File: config.mk
export PLATFORM = sky130hd
export DESIGN_NAME = river_crossing_ctrl
export DESIGN_NICKNAME = d
export VERILOG_FILES = /design/src/rtl/river_pkg.sv /design/src/rtl/river_bank_model.sv /design/src/rtl/river_crossing_ctrl.sv
export SDC_FILE = /design/constraint.sdc
export NUM_CORES = 1
export LEC_CHECK = 0
export ABC_CLOCK_PERIOD_IN_PS = 3100
export CAP_MARGIN = 20
export CORE_MARGIN = 3
export CORE_UTILIZATION = 59
export CTS_CLUSTER_DIAMETER = 150
export CTS_CLUSTER_SIZE = 12
export DETAILED_ROUTE_END_ITERATION = 8
export DONT_BUFFER_PORTS = 1
export GPL_TIMING_DRIVEN = 1
export PLACE_DENSITY = 0.75
export SLEW_MARGIN = 20
export SYNTH_ARGS = -nofsm -noshare
export SYNTH_HDL_FRONTEND = slang
export SYNTH_SLANG_ARGS = --single-unit
File: constraint.sdc
create_clock -name clk -period 3.1 [get_ports clk]
set_clock_uncertainty 0.2 [all_clocks]
set_input_delay 0.62 -clock clk [delete_from_list [all_inputs] [get_ports clk]]
set_output_delay 0.62 -clock clk [all_outputs]
set_load 0.005 [all_outputs]
File: src/rtl/river_pkg.sv
// Shared definitions for the wolf/goat/cabbage river crossing controller.
//   move_e    : cargo carried on a crossing (NONE = man crosses alone)
//   state_e   : controller FSM states
//   LAST_STEP : index of the final move in a solution
//   SOL_*     : the two built-in solutions, 2 bits per move, step 0 in the LSBs
package river_pkg;

  localparam int unsigned STEP_W    = 3;
  localparam int unsigned NUM_STEPS = 7;
  localparam logic [STEP_W-1:0] LAST_STEP = 3'd6;

  typedef enum logic [1:0] {
    MV_NONE = 2'd0,
    MV_W    = 2'd1,
    MV_G    = 2'd2,
    MV_C    = 2'd3
  } move_e;

  typedef enum logic [1:0] {
    ST_IDLE = 2'd0,
    ST_SEND = 2'd1,
    ST_DONE = 2'd2
  } state_e;

  // Written step 6 first so that step 0 lands in bits [1:0].
  localparam logic [2*NUM_STEPS-1:0] SOL_WOLF_FIRST =
    {MV_G, MV_NONE, MV_C, MV_G, MV_W, MV_NONE, MV_G};
  localparam logic [2*NUM_STEPS-1:0] SOL_CABBAGE_FIRST =
    {MV_G, MV_NONE, MV_W, MV_G, MV_C, MV_NONE, MV_G};

  // Move presented at a given step of the selected solution.
  function automatic move_e sol_move(input logic variant, input logic [STEP_W-1:0] idx);
    logic [2*NUM_STEPS-1:0] tbl;
    tbl = variant ? SOL_CABBAGE_FIRST : SOL_WOLF_FIRST;
    if (idx > LAST_STEP) return MV_NONE;
    return move_e'(tbl[2*int'(idx) +: 2]);
  endfunction

  // Something gets eaten when left with its prey away from the man.
  function automatic logic is_unsafe(input logic w, input logic g, input logic c, input logic m);
    return ((w == g) && (w != m)) || ((g == c) && (g != m));
  endfunction

endpackage

File: src/rtl/river_bank_model.sv
// Tracks which bank each of wolf, goat, cabbage and man is on, and latches a
// sticky safety-violation flag.
//   clk, rst_n      : clock, async active-low reset
//   clr_i           : put everything back on the start bank
//   clr_unsafe_i    : clear the sticky unsafe flag
//   move_i          : one crossing happens this cycle
//   sel_w/g/c_i     : one-hot cargo of that crossing (all low = man alone)
//   bank_*_o        : 0 = start bank, 1 = far bank
//   unsafe_o        : a violating arrangement has been reached
module river_bank_model
  import river_pkg::*;
(
  input  logic clk,
  input  logic rst_n,
  input  logic clr_i,
  input  logic clr_unsafe_i,
  input  logic move_i,
  input  logic sel_w_i,
  input  logic sel_g_i,
  input  logic sel_c_i,
  output logic bank_w_o,
  output logic bank_g_o,
  output logic bank_c_o,
  output logic bank_m_o,
  output logic unsafe_o
);

  logic w_q, g_q, c_q, m_q, unsafe_q;
  logic w_d, g_d, c_d, m_d, unsafe_d;

  // Next bank state: cargo only travels if it is standing next to the man.
  always_comb begin
    w_d      = w_q;
    g_d      = g_q;
    c_d      = c_q;
    m_d      = m_q;
    unsafe_d = unsafe_q;
    if (clr_i) begin
      w_d = 1'b0;
      g_d = 1'b0;
      c_d = 1'b0;
      m_d = 1'b0;
    end else if (move_i) begin
      m_d = ~m_q;
      if (sel_w_i && (w_q == m_q)) w_d = ~m_q;
      if (sel_g_i && (g_q == m_q)) g_d = ~m_q;
      if (sel_c_i && (c_q == m_q)) c_d = ~m_q;
    end
    if (clr_unsafe_i) begin
      unsafe_d = 1'b0;
    end else if (move_i && !clr_i) begin
      unsafe_d = unsafe_q | is_unsafe(w_d, g_d, c_d, m_d);
    end
  end

  // Bank and flag registers.
  always_ff @(posedge clk or negedge rst_n) begin
    if (!rst_n) begin
      w_q      <= 1'b0;
      g_q      <= 1'b0;
      c_q      <= 1'b0;
      m_q      <= 1'b0;
      unsafe_q <= 1'b0;
    end else begin
      w_q      <= w_d;
      g_q      <= g_d;
      c_q      <= c_d;
      m_q      <= m_d;
      unsafe_q <= unsafe_d;
    end
  end

  assign bank_w_o = w_q;
  assign bank_g_o = g_q;
  assign bank_c_o = c_q;
  assign bank_m_o = m_q;
  assign unsafe_o = unsafe_q;

endmodule

File: src/rtl/river_crossing_ctrl.sv
// Presents the 7-move river crossing solution over a valid/ready handshake and
// tracks the resulting bank positions.
//   VARIANT          : 0 = wolf carried first, 1 = cabbage carried first
//   clk, rst_n       : clock, async active-low reset
//   start, abort     : begin a sequence (IDLE/DONE) / cancel it (SEND)
//   mv_valid/ready   : move handshake; mv_w/g/c one-hot cargo, step = move index
//   bank_w/g/c/m     : tracked banks (0 = start, 1 = far)
//   busy/done/unsafe : in SEND / in DONE / sticky safety violation
module river_crossing_ctrl
  import river_pkg::*;
#(
  parameter int unsigned VARIANT = 0
) (
  input  logic              clk,
  input  logic              rst_n,
  input  logic              start,
  input  logic              abort,
  output logic              mv_valid,
  input  logic              mv_ready,
  output logic              mv_w,
  output logic              mv_g,
  output logic              mv_c,
  output logic              bank_w,
  output logic              bank_g,
  output logic              bank_c,
  output logic              bank_m,
  output logic [STEP_W-1:0] step,
  output logic              busy,
  output logic              done,
  output logic              unsafe
);

  localparam logic VAR_SEL = (VARIANT != 0);

  state_e            state_q, state_d;
  logic [STEP_W-1:0] step_q, step_d;
  logic              valid_q, busy_q, done_q;
  logic [2:0]        sel_q, sel_d;
  move_e             mv_d;
  logic              move_c, bank_clr_c, unsafe_clr_c;

  // Sequencing; abort takes priority over a same-cycle handshake.
  always_comb begin
    state_d      = state_q;
    step_d       = step_q;
    move_c       = 1'b0;
    bank_clr_c   = 1'b0;
    unsafe_clr_c = 1'b0;
    case (state_q)
      ST_IDLE, ST_DONE: begin
        if (start) begin
          state_d      = ST_SEND;
          step_d       = '0;
          bank_clr_c   = 1'b1;
          unsafe_clr_c = 1'b1;
        end
      end
      ST_SEND: begin
        if (abort) begin
          state_d    = ST_IDLE;
          step_d     = '0;
          bank_clr_c = 1'b1;
        end else if (mv_ready) begin
          move_c = 1'b1;
          if (step_q == LAST_STEP) state_d = ST_DONE;
          else                     step_d  = step_q + STEP_W'(1);
        end
      end
      default: begin
        state_d = ST_IDLE;
        step_d  = '0;
      end
    endcase
    mv_d  = (state_d == ST_SEND) ? sol_move(VAR_SEL, step_d) : MV_NONE;
    sel_d = {mv_d == MV_W, mv_d == MV_G, mv_d == MV_C};
  end

  // State and output registers.
  always_ff @(posedge clk or negedge rst_n) begin
    if (!rst_n) begin
      state_q <= ST_IDLE;
      step_q  <= '0;
      valid_q <= 1'b0;
      busy_q  <= 1'b0;
      done_q  <= 1'b0;
      sel_q   <= '0;
    end else begin
      state_q <= state_d;
      step_q  <= step_d;
      valid_q <= (state_d == ST_SEND);
      busy_q  <= (state_d == ST_SEND);
      done_q  <= (state_d == ST_DONE);
      sel_q   <= sel_d;
    end
  end

  river_bank_model u_bank (
    .clk          (clk),
    .rst_n        (rst_n),
    .clr_i        (bank_clr_c),
    .clr_unsafe_i (unsafe_clr_c),
    .move_i       (move_c),
    .sel_w_i      (sel_q[2]),
    .sel_g_i      (sel_q[1]),
    .sel_c_i      (sel_q[0]),
    .bank_w_o     (bank_w),
    .bank_g_o     (bank_g),
    .bank_c_o     (bank_c),
    .bank_m_o     (bank_m),
    .unsafe_o     (unsafe)
  );

  assign mv_valid = valid_q;
  assign mv_w     = sel_q[2];
  assign mv_g     = sel_q[1];
  assign mv_c     = sel_q[0];
  assign step     = step_q;
  assign busy     = busy_q;
  assign done     = done_q;

endmodule

## Yosys cells after proc, flatten, opt, wreduce, memory -nomap -nowiden

Cells that the tools add are included.

- Register bits after elaboration: 15
- Input port bits: 5
- Word-level logic and storage cells: 75

- Add/subtract/negate cells: 1
- Magnitude comparators: 1
- Equal/unequal tests: 15
- Shifts and indexed selects: 1
- Muxes and demuxes: 34
- Bitwise logic cells: 2
- Reduce and logical (&&, ||, !) cells: 11

Operators by type and width:

| kind | number |
|---|---|
| 1-bit 2-to-1 mux | 20 |
| 2-bit 2-to-1 mux | 7 |
| 14-bit by 5-bit indexed part select with 2-bit output (first input constant) | 1 |
| 3-bit 2-to-1 mux | 4 |
| 2-bit equality test (second input constant) | 4 |
| 2-bit by 1-bit equality test with 1-bit output (second input constant) | 3 |
| 1-bit logical AND | 6 |
| 3-bit case mux with 2 select lines | 1 |
| 1-bit equality test | 5 |
| 2-bit case mux with 2 select lines | 1 |
| 3-bit by 1-bit adder with 3-bit output (second input constant) | 1 |
| 3-bit equality test (second input constant) | 1 |
| 3-bit greater-than comparator (second input constant) | 1 |
| 2-bit logical NOT | 1 |
| 1-bit != test | 2 |
| 1-bit case mux with 2 select lines | 1 |
| 2-bit nonzero test | 1 |
| 2-bit OR reduction | 1 |
| 1-bit logical NOT | 1 |
| 1-bit logical OR | 1 |
| 1-bit NOT | 1 |
| 1-bit OR | 1 |

## Depth between registers and ports, before layout

Gate-level depths: netlist of run 1.

- Word-level depth: 11
- Gate-level depth with buffers: 9
- Depth with buffers taken out: 9

## Modules after synthesis

Synthesis of run 1 repeated with hierarchy kept, for this count alone.

- Cells, all modules: 89
- Area total of the unflattened synthesis: 885.8 um2

Modules (own cells, without submodules):

| module | instances | cells an instance | area each (um2) | sequential area each (um2) |
|---|---|---|---|---|
| river_crossing_ctrl | 1 | 56 | 575.6 | 250.2 |
| river_bank_model | 1 | 33 | 310.3 | 125.1 |

## Least setup slack after synthesis of run 1

No wires, ideal clock.

- Path type: in2reg
- Start point: in abort
- End point: reg sel_q[0]
- Arrival: 2.069 ns
- Required time: 2.818 ns
- Setup slack: 0.749 ns
- Cell stages on the path: 5
- Cell sequence: or3b_1 -> o21a_1 -> ha_1 -> or3b_1 -> a31oi_1

- Word-level cells in the longest chain between the ends: 7
- Elaborated cells on any way between the ends: 11

Ends and longest elaborated chain:

| item | RTL line | text |
|---|---|---|
| from (decl) | river_crossing_ctrl.sv:17 | `input logic abort,` |
| 3-bit 2-to-1 mux | river_crossing_ctrl.sv:59 | `if (abort) begin` |
| 3-bit case mux with 2 select lines | river_crossing_ctrl.sv:49 | `case (state_q)` |
| 3-bit greater-than comparator | river_pkg.sv:35 | `if (idx > LAST_STEP) return MV_NONE;` |
| 1-bit 2-to-1 mux | river_pkg.sv:35 |  |
| 2-bit 2-to-1 mux | river_pkg.sv:36 | `return move_e'(tbl[2*int'(idx) +: 2]);` |
| 2-bit 2-to-1 mux (*) | river_crossing_ctrl.sv:74 | `mv_d = (state_d == ST_SEND) ? sol_move(VAR_SEL, step_d) : MV_NONE;` |
| 2-bit equality test (*) | river_crossing_ctrl.sv:75 | `sel_d = {mv_d == MV_W, mv_d == MV_G, mv_d == MV_C};` |
| named net sel_d[0] | river_crossing_ctrl.sv:38 | `logic [2:0] sel_q, sel_d;` |
| to (signal assigned) | river_crossing_ctrl.sv:93 | `sel_q <= sel_d;` |
| to (decl) | river_crossing_ctrl.sv:38 |  |

The timed path passes the listed nets; every way through them passes the cells marked *.
A chain may end at the register's enable or synchronous reset.

## Worst setup path after layout of run 1

- Start point: reg step_q[0], in the netlist step[0]
- End point: reg sel_q[0]

- Word-level cells in the longest chain between the ends: 10
- Elaborated cells on any way between the ends: 18

Ends and longest elaborated chain:

| item | RTL line | text |
|---|---|---|
| from (decl) | river_crossing_ctrl.sv:36 | `logic [STEP_W-1:0] step_q, step_d;` |
| from (signal assigned) | river_crossing_ctrl.sv:89 | `step_q <= step_d;` |
| 3-bit by 1-bit adder with 3-bit output / 3-bit equality test (equally long branches) | river_crossing_ctrl.sv:66, river_crossing_ctrl.sv:65 |  |
| 3-bit 2-to-1 mux | river_crossing_ctrl.sv:65 | `if (step_q == LAST_STEP) state_d = ST_DONE;` |
| 3-bit 2-to-1 mux | river_crossing_ctrl.sv:63 | `end else if (mv_ready) begin` |
| 3-bit 2-to-1 mux | river_crossing_ctrl.sv:59 |  |
| 3-bit case mux with 2 select lines | river_crossing_ctrl.sv:49 |  |
| 3-bit greater-than comparator | river_pkg.sv:35 |  |
| 1-bit 2-to-1 mux | river_pkg.sv:35 |  |
| 2-bit 2-to-1 mux | river_pkg.sv:36 |  |
| 2-bit 2-to-1 mux (*) | river_crossing_ctrl.sv:74 |  |
| 2-bit equality test (*) | river_crossing_ctrl.sv:75 |  |
| named net sel_d[0] | river_crossing_ctrl.sv:38 |  |

Marks and branches as above.

==> results of run 1 <==
==> worst max path at each step <==
stage	slack, ns	depth (start not counted)	startpoint	to
2_1_floorplan	0.75	5	abort	sel_q[0]
3_3_place_gp	0.70	5	abort	sel_q[0]
3_5_place_dp	0.65	5	abort	sel_q[0]
4_1_cts	0.67	9	step[0]	sel_q[0]
5_1_grt	0.49	9	step[0]	sel_q[0]
6_report	0.66	9	step[0]	sel_q[0]
==> cells in the final DEF, fill, tap and decap left out, types with 2 or more instances in the layout <==
cell type,n
a21oi_1,3
a31oi_1,3
clkbuf_4,3
dfrtp_1,15
ha_1,4
inv_1,5
inv_2,2
mux2_1,2
nand2_1,9
nand3_1,3
nand3b_1,2
nor2_1,5
o21a_1,2
o21ai_1,2
o22ai_1,2
or3b_1,2
xnor2_1,2
==> power by group <==
part	switching, uW	internal [uW]	leakage, uW	total, uW
Clock	59.3	49.7	0.0000150	109
Sequential	19.6	211	0.000202	230
Combinational	36.5	28.8	0.000169	65.3
Total	115	289	0.000385	405
==> metal layers <==
metal | wire (um) | vias up | share of wire, % | global-route usage, %
met5 | 0 | - | 0 | 0
met4 | 0 | 0 | 0 | 1.863
met3 | 71 | 0 | 4.9 | 4.721
met2 | 749 | 15 | 52 | 32.83
met1 | 629 | 280 | 43 | 22.68
li1 | - | 272 | - | -
==> kinds of logic (layout without fill, tap and decap cells) <==
group,Yosys count,in the layout,share of synthesized area (%)
AOI/OAI and AO/OA,16,16,13.55
xor gates and xnor gates,2,2,2.258
adders and majority gates,4,4,6.452
buffers and inverters,9,12,5.323
DFF,15,15,48.39
muxes,2,2,2.903
and+or+nand+nor,29,29,21.13
==> critical path, stage by stage, from the launching register on <==
cell	delay, ns
dfrtp_1	0.43
inv_1	0.10
ha_1	0.23
nand2_1	0.11
nand2_1	0.08
xnor2_1	0.12
o21a_1	0.21
ha_1	0.33
or3b_1	0.38
a31oi_1	0.17
==> state kept, by name, summed over array words and instances (netlist names) <==
register / cells
sel_q: 3
step: 3
state_q: 2
busy: 1
done: 1
u_bank.bank_c_o: 1
u_bank.bank_g_o: 1
u_bank.bank_m_o: 1
u_bank.bank_w_o: 1
u_bank.unsafe_o: 1
==> area by class of cell <==
class                   instances  area [sq um]  share of cell area, %
flip-flops and latches         15         375.4                  46.08
inverters                       7         26.28                  3.226
well taps                      14         17.52                  2.151
clock buffers                   4         26.28                  3.226
repair buffers                  1         10.01                  1.229
multi-input cells              53         359.1                  44.09
==> metrics by stage <==
stage	instance area [sq um]	total power (uW)	setup slack, ns
after floorplan	775.7	282.5	0.7486
after global placement	778.2	291.1	0.6972
after detailed placement	778.2	293.8	0.6494
after CTS	814.5	405.0	0.6650
after global routing	814.5	428.7	0.4945
final	814.5	404.7	0.6625
==> what timing repair did <==
item | CTS | global route
buffers inserted | 0 | 0
gates resized for setup | 0 | 0
endpoints found under the hold margin | 15 | 0
hold buffers | 1 | 0
==> flow_metrics.py, run 1 <==
metrics = {
    "status": {
        "status": "complete, no violations",
    },
    "floorplanning": {
        "num_rows": 12,
        "start_util_pct": 66.24,
        "chipWidth_um": 42.26,
        "core_sq_um": 1171,
        "die_area_sq_um": 1786,
        "dieHeight_um": 42.26,
        "ioPinCount": 19,
    },
    "cts": {
        "cts_buffers": 3,
        "clock-sinks": 15,
        "cts_tree": "yes",
        "clk_latency_ns": 0.27,
        "cts_root_buffer": "clkbuf_4",
        "h-tree-depth": 1,
        "clkTransAtPathRegs_ns": 0.09,
        "max-clock-path-buffers": 2,
    },
    "yosys": {
        "synth_nets": 86,
        "ys_seq_area_share_pct": 48.39,
        "synth_flop_cell": "dfrtp_1",
        "synth_seq_cells": 15,
        "ys_top_cells_by_count": "dfrtp_1, nand2_1, inv_1, nor2_1, ha_1",
        "syn_avg_cell_area_sq_um": 10.07,
        "synth-edff-count": 0,
        "syn_inst": 77,
        "syn_area_sq_um": 775.7,
        "synth_area_leaders": "dfrtp_1, ha_1, nand2_1",
        "synthArstFlopShare_pct": 100.0,
        "yosysTopAreaCell": "dfrtp_1",
        "yosysMostFrequentCell": "dfrtp_1",
        "yosysWarnings": 0,
        "synth_top_area_share_pct": 48.39,
        "synthDistinctLibCells": 29,
    },
    "grt": {
        "grt_pass1_wl_um": 2649,
        "grt_max_degree": 16,
        "first_global_vias": 597,
        "grt_usage_pct": 18.32,
        "antenna_found_initial": 0,
        "grt_overflow": 0,
    },
    "timing": {
        "setup_viol": 0,
        "maxSlewHeadroom_pct": 57.14,
        "rsz0062_at_grt": "false",
        "hold_viol": 0,
        "max_freq_mhz": 410.3,
        "post-route-period-util_pct": 78.63,
        "tightest_slew_ns": 0.6408,
        "fin_crit_ns": 2.437,
        "setup_tns_ns": 0,
        "fin_hold_ws_ns": 0.3371,
        "drv_slew": 0,
    },
    "worst_setup_path": {
        "setup.worst_path.end_class": "flop",
        "start_kind": "flop",
        "rr_worst_depth": 9,
        "critPathKind": "flop to flop",
        "critPathMaxFanout": 4,
        "critPathRequiredTime_ns": 3.09,
        "r2r-end": "sel_q[0]",
        "r2r_slack_ns": 0.66,
        "r2r-start": "step[0]",
        "arrival_ns": 2.43,
    },
    "drt": {
        "vias": 567,
        "drtIter0Drc": 18,
        "vias_per_cell": 6.032,
        "drc": 0,
        "antenna_left": 0,
        "wl_per_cell_um": 15.43,
        "firstDrtPassIters": 4,
        "wl_um": 1450,
    },
    "min_path": {
        "hold_path_startpoint": "u_bank.unsafe_o",
        "hp-class": "flop to flop",
        "holdPathEnd": "u_bank.unsafe_o",
        "hold_depth": 2,
    },
    "pwr": {
        "leakage_uw": 0.0003854,
        "power.density_nw_per_um2": 496.8,
        "peakVddDrop_uv": 256.3,
    },
    "final_layout": {
        "fin_nets": 90,
        "nFillCells": 88,
        "utilization_pct": 69.55,
        "stdcell_count": 94,
        "drive_gt1_share_pct": 8.750,
        "antenna_cells": 0,
        "area_growth_pct": 5.000,
    },
    "placement": {
        "dp_hpwl_um": 1088,
        "gp_congestion": 0.7899,
        "place_inst": 89,
        "io_buffers": 0,
    },
    "flow_run": {
        "max-cap-violations": 0,
    },
}
(Power assumes the default switching activity.)
==> run 2, diff against run 1 <==
--- a/config.mk
+++ b/config.mk
@@ -5,16 +5,16 @@
 export SDC_FILE = /design/constraint.sdc
 export NUM_CORES = 1
 export LEC_CHECK = 0
-export ABC_CLOCK_PERIOD_IN_PS = 3100
+export ABC_CLOCK_PERIOD_IN_PS = 2200
 export CAP_MARGIN = 20
 export CORE_MARGIN = 3
-export CORE_UTILIZATION = 59
+export CORE_UTILIZATION = 53
 export CTS_CLUSTER_DIAMETER = 150
 export CTS_CLUSTER_SIZE = 12
 export DETAILED_ROUTE_END_ITERATION = 8
 export DONT_BUFFER_PORTS = 1
 export GPL_TIMING_DRIVEN = 1
-export PLACE_DENSITY = 0.75
+export PLACE_DENSITY = 0.71
 export SLEW_MARGIN = 20
 export SYNTH_ARGS = -nofsm -noshare
 export SYNTH_HDL_FRONTEND = slang
==> constraint.sdc (replaced) <==
create_clock -name clk -period 2.2 [get_ports clk]
set_clock_uncertainty 0.2 [all_clocks]
set_input_delay 0.44 -clock clk [delete_from_list [all_inputs] [get_ports clk]]
set_output_delay 0.44 -clock clk [all_outputs]
set_load 0.005 [all_outputs]
==> run 2 against run 1 <==
  * Power up 57%
  * Non-clock buffer count up 10
  * Via count up 10%
  * Worst hold slack worse by 0.17 ns
  * Register-to-register slack worse by 0.64 ns
  * Core utilization up 3.2 points
  * Routed wire length up 20%
  * Largest cell class is now multi-input gates
  * Largest power group unchanged
==> flow_metrics.py, run 2 (synthesized netlist as in run 1, its figures left out) <==
metrics = {
    "status": {
        "status": "complete, no violations",
    },
    "grt": {
        "first_global_vias": 586,
        "grt_pass1_wl_um": 2490,
        "grt_overflow": 0,
        "grt_max_degree": 16,
        "grt_usage_pct": 17.52,
        "antenna_found_initial": 0,
    },
    "pwr": {
        "power.density_nw_per_um2": 656.2,
        "clockPowerShare_pct": 25.0,
        "switching_power_uw": 191.0,
        "p_comb_share_pct": 24.3,
        "power_frac_seq_pct": 50.6,
        "swShare_pct": 29.97,
        "peakVddDrop_uv": 424.9,
        "leakage_uw": 0.0004407,
        "p_int_uw": 446.2,
    },
    "worst_setup_path": {
        "setup.worst_path.end_class": "flop",
        "critPathMaxFanout": 3,
        "r2r_slack_ns": 0.02,
        "start_kind": "flop",
        "critPathKind": "flop to flop",
        "arrival_ns": 2.20,
        "r2r-end": "sel_q[0]",
        "critPathRequiredTime_ns": 2.22,
        "rr_worst_depth": 9,
        "r2r-start": "step[0]",
    },
    "min_path": {
        "hold_depth": 3,
        "hold_path_startpoint": "start",
        "hp-class": "input pin to flop",
        "holdPathEnd": "done",
    },
    "floorplanning": {
        "die_area_sq_um": 1959,
        "start_util_pct": 58.16,
        "chipWidth_um": 44.26,
        "ioPinCount": 19,
        "core_sq_um": 1334,
        "dieHeight_um": 44.26,
        "num_rows": 13,
    },
    "drt": {
        "vias_per_cell": 5.952,
        "wl_met1_um": 673,
        "wl_um": 1740,
        "wl_met2_um": 941,
        "met3_length_um": 79,
        "wl_per_cell_um": 16.57,
        "topRoutingLayerUsed": "met4",
        "drc": 0,
        "drtIter0Drc": 9,
        "firstDrtPassIters": 4,
        "antenna_left": 0,
        "vias": 625,
    },
    "cts": {
        "clkTransAtPathRegs_ns": 0.10,
        "cts_buffers": 3,
        "cts_root_buffer": "clkbuf_4",
        "max-clock-path-buffers": 2,
        "clock-sinks": 15,
        "cts_tree": "yes",
        "clk_latency_ns": 0.29,
        "h-tree-depth": 1,
    },
    "final_layout": {
        "nFillCells": 94,
        "drive_gt1_share_pct": 33.33,
        "utilization_pct": 72.80,
        "area_growth_pct": 25.16,
        "final_common_cell": "dfrtp_1",
        "fin_nets": 100,
        "stdcell_count": 105,
        "final_cell_mix": "dfrtp_1, buf_4, nand2_1",
        "antenna_cells": 0,
    },
    "timing": {
        "tightest_slew_ns": 0.6507,
        "max_freq_mhz": 458.9,
        "setup_viol": 0,
        "fin_crit_ns": 2.179,
        "drv_slew": 0,
        "maxSlewHeadroom_pct": 56.48,
        "post-route-period-util_pct": 99.06,
        "hold_viol": 0,
        "rsz0062_at_grt": "true",
    },
    "placement": {
        "gp_congestion": 0.7833,
        "place_inst": 95,
        "dp_hpwl_um": 1077,
        "io_buffers": 0,
    },
    "flow_run": {
        "max-cap-violations": 0,
    },
}
[run 2: changes by cell type in the layout (fill, tap and decap cells not counted), sizes merged]
cell	previous run	this run
buf	0	10
clkbuf	4	3
clkinv	0	1
[run 2: routing by layer]
metal,up-vias,GRT usage [%]
li1,296,-
met1,306,20.26
met2,19,29.94
met3,4,4.472
met4,0,8.434
met5,-,0
[run 2: cell type report]
cell class | instances | area [sq um] | share of cell area (%)
inverter | 7 | 26.28 | 2.706
sequential | 15 | 377.9 | 38.92
clock buffer | 3 | 22.52 | 2.320
timing repair buffer | 11 | 85.08 | 8.763
tap | 15 | 18.77 | 1.933
clock inverter | 1 | 5.005 | 0.5155
multi-input combinational | 53 | 435.4 | 44.85
[run 2: power by group through the flow]
| stage | clock network (uW) | registers [uW] | logic [uW] |
|---|---|---|---|
| 2_1_floorplan | 0 | 323 | 75.5 |
| 3_3_place_gp | 0 | 326 | 93.6 |
| 3_5_place_dp | 0 | 327 | 94.6 |
| 4_1_cts | 158 | 322 | 113 |
| 5_1_grt | 178 | 326 | 171 |
| 6_report | 160 | 322 | 155 |
[run 2: repair_timing]
item                                    4_1_cts  5_1_grt
endpoints found under the setup margin        2        2
resized for setup                             3       12
hold endpoints to repair                     15        0
hold buffers                                  1        0
buffers inserted                              1        4
pin swaps                                     1        4
[run 2: worst max-delay path: stages, from the launching register on]
cell and delay, ns:
dfrtp_1 0.39, inv_2 0.09, ha_4 0.15, nand2_1 0.07, nand2_1 0.09, xnor2_1 0.13, o21a_2 0.25, ha_4 0.22
or3b_1 0.35, a31oi_1 0.17
[run 2: worst max-delay path by stage]
stage	from	to	slack, ns	cells past startpoint
6_report	step[0]	sel_q[0]	0.02	9
5_1_grt	step[0]	sel_q[0]	-0.15	9
4_1_cts	step[0]	sel_q[0]	0.006	9
3_5_place_dp	abort	sel_q[0]	-0.04	6
3_3_place_gp	abort	sel_q[0]	-0.004	6
2_1_floorplan	step[0]	sel_q[0]	0.02	9
[run 2: per-stage QoR]
stage	worst slack [ns]	setup TNS, ns	area [sq um]	hold WS [ns]	total power (uW)
finish	0.02070	0	970.9	0.1689	637.1
global route	-0.1489	-0.2084	970.9	0.1617	675.0
CTS	0.006129	0	877.1	0.1661	592.4
global placement	-0.004484	-0.004484	817.0	-0.05528	420.0
detailed placement	-0.03923	-0.04058	817.0	-0.05527	421.8
floorplan	0.01791	0	775.7	-0.05559	398.6
